[src/rtl/cache_pkg.sv]
// Shared types and default geometry for the L1 data cache data array.
package cache_pkg;

  localparam int unsigned INDEX_BITS_DEFAULT  = 3;
  localparam int unsigned OFFSET_BITS_DEFAULT = 2;
  localparam int unsigned WAY_BITS_DEFAULT    = 1;
  localparam int unsigned DATA_WIDTH_DEFAULT  = 32;

  localparam int unsigned NUM_SETS       = 2 ** INDEX_BITS_DEFAULT;
  localparam int unsigned WORDS_PER_LINE = 2 ** OFFSET_BITS_DEFAULT;
  localparam int unsigned NUM_WAYS       = 2 ** WAY_BITS_DEFAULT;
  localparam int unsigned NUM_LANES      = DATA_WIDTH_DEFAULT / 8;

  typedef enum logic [1:0] {
    StIdle,
    StFill,
    StEvictRd,
    StEvictOut
  } state_e;

  function automatic int unsigned lane_count(input int unsigned data_width);
    return data_width / 8;
  endfunction

endpackage

[src/rtl/cache_data_bank.sv]
// One way of the data array: single read/write port, per-byte write enables.
// Reads are combinational; the top level registers whatever it needs.
module cache_data_bank #(
  parameter int unsigned AddrBits  = 5,
  parameter int unsigned DataWidth = 32
) (
  input  logic                   clk,
  input  logic                   we_i,
  input  logic [DataWidth/8-1:0] be_i,
  input  logic [AddrBits-1:0]    addr_i,
  input  logic [DataWidth-1:0]   wdata_i,
  output logic [DataWidth-1:0]   rdata_o
);

  localparam int unsigned Lanes = DataWidth / 8;
  localparam int unsigned Depth = 2 ** AddrBits;

  logic [DataWidth-1:0] mem_q [Depth];

  always_ff @(posedge clk) begin
    if (we_i) begin
      for (int b = 0; b < Lanes; b++) begin
        if (be_i[b]) begin
          mem_q[addr_i][8*b +: 8] <= wdata_i[8*b +: 8];
        end
      end
    end
  end

  assign rdata_o = mem_q[addr_i];

endmodule

[src/rtl/cache_data_array.sv]
// L1 data cache data store: port A for core loads/stores, port B for line refill
// and eviction bursts sequenced by a small FSM with a word counter.
module cache_data_array
  import cache_pkg::*;
#(
  parameter int unsigned INDEX_BITS  = 3,
  parameter int unsigned OFFSET_BITS = 2,
  parameter int unsigned WAY_BITS    = 1,
  parameter int unsigned DATA_WIDTH  = 32
) (
  input  logic                    clk,
  input  logic                    nrst,
  input  logic                    i_core_req,
  input  logic                    i_core_we,
  input  logic [INDEX_BITS-1:0]   i_index,
  input  logic [OFFSET_BITS-1:0]  i_offset,
  input  logic [WAY_BITS-1:0]     i_way,
  input  logic [DATA_WIDTH/8-1:0] i_dm_write,
  input  logic [DATA_WIDTH-1:0]   i_data_from_core,
  output logic [DATA_WIDTH-1:0]   o_data,
  output logic                    o_data_valid,
  output logic                    o_busy,
  input  logic                    i_fill_start,
  input  logic                    i_evict_start,
  input  logic [INDEX_BITS-1:0]   i_line_index,
  input  logic [WAY_BITS-1:0]     i_line_way,
  input  logic                    i_fill_valid,
  input  logic [DATA_WIDTH-1:0]   i_data_from_mem,
  output logic                    o_fill_done,
  output logic                    o_evict_valid,
  output logic [DATA_WIDTH-1:0]   o_evict_data,
  output logic                    o_evict_last,
  input  logic                    i_evict_ready
);

  localparam int unsigned ArrayWays = 2 ** WAY_BITS;
  localparam int unsigned Lanes     = lane_count(DATA_WIDTH);
  localparam int unsigned AddrBits  = INDEX_BITS + OFFSET_BITS;
  localparam logic [OFFSET_BITS-1:0] LastWord = '1;

  state_e                  state_q, state_d;
  logic [OFFSET_BITS-1:0]  cnt_q, cnt_d;
  logic [INDEX_BITS-1:0]   line_index_q, line_index_d;
  logic [WAY_BITS-1:0]     line_way_q, line_way_d;

  logic [DATA_WIDTH-1:0]   data_q;
  logic                    data_valid_q;
  logic                    fill_done_q;
  logic [DATA_WIDTH-1:0]   evict_data_q;

  logic                    idle;
  logic                    cnt_last;
  logic                    core_rd;
  logic                    core_wr;
  logic                    fill_wr;

  logic                    bank_wr;
  logic [AddrBits-1:0]     bank_addr;
  logic [WAY_BITS-1:0]     bank_way;
  logic [Lanes-1:0]        bank_be;
  logic [DATA_WIDTH-1:0]   bank_wdata;
  logic [DATA_WIDTH-1:0]   bank_rdata [ArrayWays];
  logic [DATA_WIDTH-1:0]   rd_word;

  assign idle     = (state_q == StIdle);
  assign cnt_last = (cnt_q == LastWord);
  assign core_rd  = idle & i_core_req & ~i_core_we;
  assign core_wr  = idle & i_core_req & i_core_we;
  assign fill_wr  = (state_q == StFill) & i_fill_valid;

  // Port A owns the array in IDLE; once a burst starts port B owns it exclusively.
  always_comb begin
    bank_wr    = core_wr | fill_wr;
    bank_addr  = {line_index_q, cnt_q};
    bank_way   = line_way_q;
    bank_be    = '1;
    bank_wdata = i_data_from_mem;
    if (idle) begin
      bank_addr  = {i_index, i_offset};
      bank_way   = i_way;
      bank_be    = i_dm_write;
      bank_wdata = i_data_from_core;
    end
  end

  for (genvar w = 0; w < ArrayWays; w++) begin : g_way
    cache_data_bank #(
      .AddrBits  (AddrBits),
      .DataWidth (DATA_WIDTH)
    ) u_bank (
      .clk     (clk),
      .we_i    (bank_wr && (bank_way == WAY_BITS'(w))),
      .be_i    (bank_be),
      .addr_i  (bank_addr),
      .wdata_i (bank_wdata),
      .rdata_o (bank_rdata[w])
    );
  end

  assign rd_word = bank_rdata[bank_way];

  always_comb begin
    state_d      = state_q;
    cnt_d        = cnt_q;
    line_index_d = line_index_q;
    line_way_d   = line_way_q;
    unique case (state_q)
      StIdle: begin
        // Evict wins if both starts arrive together; the fill is dropped.
        if (i_evict_start || i_fill_start) begin
          line_index_d = i_line_index;
          line_way_d   = i_line_way;
          cnt_d        = '0;
          state_d      = i_evict_start ? StEvictRd : StFill;
        end
      end
      StFill: begin
        if (i_fill_valid) begin
          cnt_d = cnt_q + 1'b1;
          if (cnt_last) begin
            state_d = StIdle;
          end
        end
      end
      StEvictRd: begin
        state_d = StEvictOut;
      end
      StEvictOut: begin
        if (i_evict_ready) begin
          if (cnt_last) begin
            cnt_d   = '0;
            state_d = StIdle;
          end else begin
            cnt_d   = cnt_q + 1'b1;
            state_d = StEvictRd;
          end
        end
      end
      default: begin
        state_d = StIdle;
      end
    endcase
  end

  always_ff @(posedge clk or negedge nrst) begin
    if (!nrst) begin
      state_q      <= StIdle;
      cnt_q        <= '0;
      line_index_q <= '0;
      line_way_q   <= '0;
    end else begin
      state_q      <= state_d;
      cnt_q        <= cnt_d;
      line_index_q <= line_index_d;
      line_way_q   <= line_way_d;
    end
  end

  always_ff @(posedge clk or negedge nrst) begin
    if (!nrst) begin
      data_q       <= '0;
      data_valid_q <= 1'b0;
      fill_done_q  <= 1'b0;
      evict_data_q <= '0;
    end else begin
      data_valid_q <= core_rd;
      fill_done_q  <= fill_wr & cnt_last;
      if (core_rd) begin
        data_q <= rd_word;
      end
      // Captured once per word and held through any ready back-pressure.
      if (state_q == StEvictRd) begin
        evict_data_q <= rd_word;
      end
    end
  end

  assign o_data        = data_q;
  assign o_data_valid  = data_valid_q;
  assign o_fill_done   = fill_done_q;
  assign o_busy        = ~idle;
  assign o_evict_valid = (state_q == StEvictOut);
  assign o_evict_data  = evict_data_q;
  assign o_evict_last  = (state_q == StEvictOut) & cnt_last;

endmodule

[config.mk]
export PLATFORM = sky130hd
export DESIGN_NAME = cache_data_array
export DESIGN_NICKNAME = d
export VERILOG_FILES = /design/src/rtl/cache_pkg.sv /design/src/rtl/cache_data_bank.sv /design/src/rtl/cache_data_array.sv
export SDC_FILE = /design/constraint.sdc
export NUM_CORES = 2
export LEC_CHECK = 0
export CAP_MARGIN = 20
export CORE_MARGIN = 2
export CORE_UTILIZATION = 62
export CTS_BUF_LIST = sky130_fd_sc_hd__clkbuf_16
export CTS_CLUSTER_DIAMETER = 50
export DETAILED_ROUTE_END_ITERATION = 16
export PLACE_DENSITY_LB_ADDON = 0.12
export SLEW_MARGIN = 20
export SYNTH_ARGS = -nofsm -noshare
export SYNTH_HDL_FRONTEND = slang
export SYNTH_SLANG_ARGS = --single-unit
export TNS_END_PERCENT = 5
[constraint.sdc]
create_clock -name clk -period 3.3 [get_ports clk]
set_clock_uncertainty 0.15 [all_clocks]
set_input_delay 0.495 -clock clk [delete_from_list [all_inputs] [get_ports clk]]
set_output_delay 0.495 -clock clk [all_outputs]
set_load 0.01 [all_outputs]
==> results.py <==
metrics = {
    "global_routing": {
        "grt_pass1_vias": 47990,
        "grt-ovfl-total": 0,
        "antenna_found_initial": 8,
        "grt_max_degree": 65,
        "track_usage_pct": 34.10,
        "grt_pass1_wl_um": 321900,
    },
    "critical_path": {
        "slowest_delay_ps": 510,
        "crit_family": "buffers and inverters",
        "startpoint": "state_q[1]",
        "cp_cell_sequence": "nor2_8, buf_12, buf_12, buf_8, mux2i_4, buf_4, nand2_4, buf_12, buf_4, a21oi_1, buf_4, nor4_4, buf_4, o31ai_1",
        "critPathLaunchType": "flip-flop",
        "crit_buf_inv": 8,
        "critPathCaptureType": "flip-flop",
        "required_ps": 3840,
        "rr_startpoint": "state_q[1]",
        "crit_fanout": 19,
        "path_class": "reg2reg",
        "arrival_ps": 3860,
        "worst_path_max_delay_cell": "dfrtp_2",
        "crit_path_frequent_cell": "buf_4",
    },
    "sta": {
        "fin_ws_ps": -27.87,
        "rsz0062_at_grt": "yes",
        "fmax_mhz": 300.5,
        "fin_hold_ws_ps": 95.59,
        "maxSlewViolCount": 0,
        "slew_headroom_pct": 40.29,
        "setup_viol": 3,
        "worst_pin_slew_ps": 895.7,
        "period_share_pct": 100.8,
        "period_needed_ps": 3328,
        "final-hold-violation-count": 0,
    },
    "placed_design": {
        "pre_cts_ws_ps": -1007,
        "placed_cell_area_sq_mm": 0.08840,
        "port_buffers": 154,
        "dp_hpwl_um": 141100,
        "gp_congestion": 0.8726,
    },
    "synthesis": {
        "yosysTopAreaCellShare_pct": 77.53,
        "synthTopCellsByArea": "edfxtp_1 78%, a22oi_1 5.4%, a22o_1 2.5%",
        "synth_edf_count": 2048,
        "yosysSeqAreaShare_pct": 79.87,
        "synth.cell_area_sq_mm": 0.07932,
        "synth_ff_type": "edfxtp_1",
        "postSynthCellCount": 4636,
        "yosysWarnings": 0,
        "syn_area_per_cell_sq_um": 17.11,
        "synth-seq-cells": 2122,
        "synthArstFlopShare_pct": 3.487,
        "synth_cell_types": 47,
        "synth_area_leader_cell": "edfxtp_1",
        "synth_fp_nets": 4723,
    },
    "power_and_ir_drop": {
        "p_comb_share_pct": 36.4,
        "ir_drop_mv": 0.8095,
        "pwr-share-clk_pct": 25.6,
        "seqPwrFrac_pct": 38.0,
        "p_leak_nw": 32.15,
        "p_total_mw": 88.29,
        "switching_share_pct": 34.46,
        "switching_power_mw": 30.43,
        "internal_power_mw": 57.86,
        "power.density_mw_per_mm2": 922.5,
    },
    "layout": {
        "final_area_sq_mm": 0.09571,
        "drive_above_1_share_pct": 21.29,
        "postLayoutCoreUtil_pct": 75.25,
        "syn_to_final_growth_pct": 20.67,
        "nets": 5524,
    },
    "route": {
        "wl_um": 223000,
        "wl_per_cell_um": 30.65,
        "detail-route-antenna-nets": 0,
        "dr.pass1.iters": 9,
        "viasPerCell": 6.775,
        "drc": 0,
        "route.vias.total": 49300,
        "drtIter0Drc": 7005,
    },
    "clocking": {
        "path_clk_slew_ps": 60,
        "cts_made_buffers": 204,
        "clock_path_buffers": 3,
        "cts_tree": "yes",
        "cts_sinks": 2122,
        "clk_latency_ps": 840,
        "cts_htree_levels": 4,
        "cts_root_buf": "clkbuf_16",
    },
    "die": {
        "die_w_um": 361.7,
        "pin_count": 155,
        "rows": 131,
        "die-area_sq_mm": 0.1308,
        "coreArea_sq_mm": 0.1272,
        "start_util_pct": 62.36,
        "die_y_um": 361.7,
    },
    "hold_path": {
        "hp-class": "in2async",
    },
    "outcome": {
        "status": "finished with violations",
        "violations": "negative setup slack",
    },
    "job": {
        "drv_cap": 0,
    },
}
-- kinds of logic (layout without fill, tap and decap cells) --
logic type / Yosys count / in the layout / synth area share, %
buffers and inverters: 336 / 1307 / 2.180
AND/OR/NAND/NOR: 629 / 629 / 3.726
multiplexers: 8 / 8 / 0.1183
other: 0 / 7 / 0
flip-flops: 2122 / 2122 / 79.87
adder cells (fa/ha/maj): 1 / 1 / 0.01577
AO/OA/AOI/OAI: 1540 / 1540 / 14.09
-- layout by cell type (no fill, tap or decap), types with 110 or more instances in the layout --
cell / netlist / layout
nor2_1: 260 / 260
a22o_1: 228 / 228
nand2_1: 183 / 148
a22oi_1: 573 / 571
a21oi_1: 290 / 286
a221oi_1: 226 / 218
buf_12: 0 / 110
clkdlybuf4s50_1: 0 / 153
edfxtp_1: 2048 / 2048
buf_4: 46 / 649
clkbuf_16: 0 / 205
-- what timing repair did --
action	in CTS	in global routing
hold endpoints to repair	44	0
pin swaps	9	7
gates resized for setup	46	60
cloned	2	0
hold buffers	1	0
endpoints found under the setup margin	1056	68
buffers inserted	5	12
-- cell type report --
class / instances / area (sq um)
Clock inverter: 171 / 1353
Antenna cell: 7 / 17.52
Timing Repair Buffer: 929 / 8879
Clock buffer: 205 / 5130
Multi-Input combinational cell: 2178 / 14890
Sequential cell: 2122 / 63350
Inverter: 2 / 10.01
Fill cell: 7323 / 31480
Tap cell: 1662 / 2079
-- cell usage after synthesis, drive strengths merged (2+ instances only) --
library cell / number
edfxtp: 2048
a22oi: 573
a21oi: 290
nor2: 261
buf: 231
a22o: 228
a221oi: 226
nand2: 189
clkbuf: 103
o22ai: 86
dfrtp: 74
o21ai: 68
o31ai: 66
nor4: 59
or4: 36
or3: 34
nand3: 20
nor3: 7
nand2b: 6
mux2: 5
nor4b: 5
and2: 4
or4b: 4
mux2i: 3
inv: 2
o211ai: 2
-- state kept, by name, summed over array words and instances (netlist names) --
signal and count:
cnt_q 2, g_way.u_bank.mem_q 2048, line_index_q 3, line_way_q 1, o_data 32, o_data_valid 1, o_evict_data 32, o_fill_done 1
state_q 2
-- power by group through the flow --
stage / Clock (mW) / Sequential (mW) / Combinational (mW)
detailed placement: 0 / 34.1 / 30.0
CTS: 22.7 / 33.5 / 30.9
finish: 22.6 / 33.5 / 32.1
floorplan: 0 / 34.2 / 14.7
global placement: 0 / 34.0 / 29.5
global route: 23.7 / 33.6 / 33.4
-- through the flow --
stage / instances / setup TNS [ps]
global placement: 6873 / -128460
CTS: 7257 / -21.82
finish: 7276 / -55.30
detailed placement: 6873 / -191900
global route: 7269 / -557.5
floorplan: 4636 / 0
-- layer usage --
layer  global-route usage [%]  vias up  part of all wire, %
li1                         -    20780                    -
met2                    51.30     3167                   46
met4                    13.90       12                  4.1
met5                        0        -                0.036
met1                    48.84    24880                   38
met3                    8.036      460                   12
-- path summary, 6_finish.rpt --
kind | to | slack [ps] | cells past startpoint
setup / recovery | o_evict_data[5] | -30 | 14
hold / removal | o_data[24] | 100 | 2
setup reg to reg | o_evict_data[5] | -30 | 14
hold reg to reg | o_data[23] | 320 | 2
max in group asynchronous | o_evict_data[13] | 2150 | 3
min in group clk | state_q[0] | 120 | 3
(Power assumes the default switching activity.)
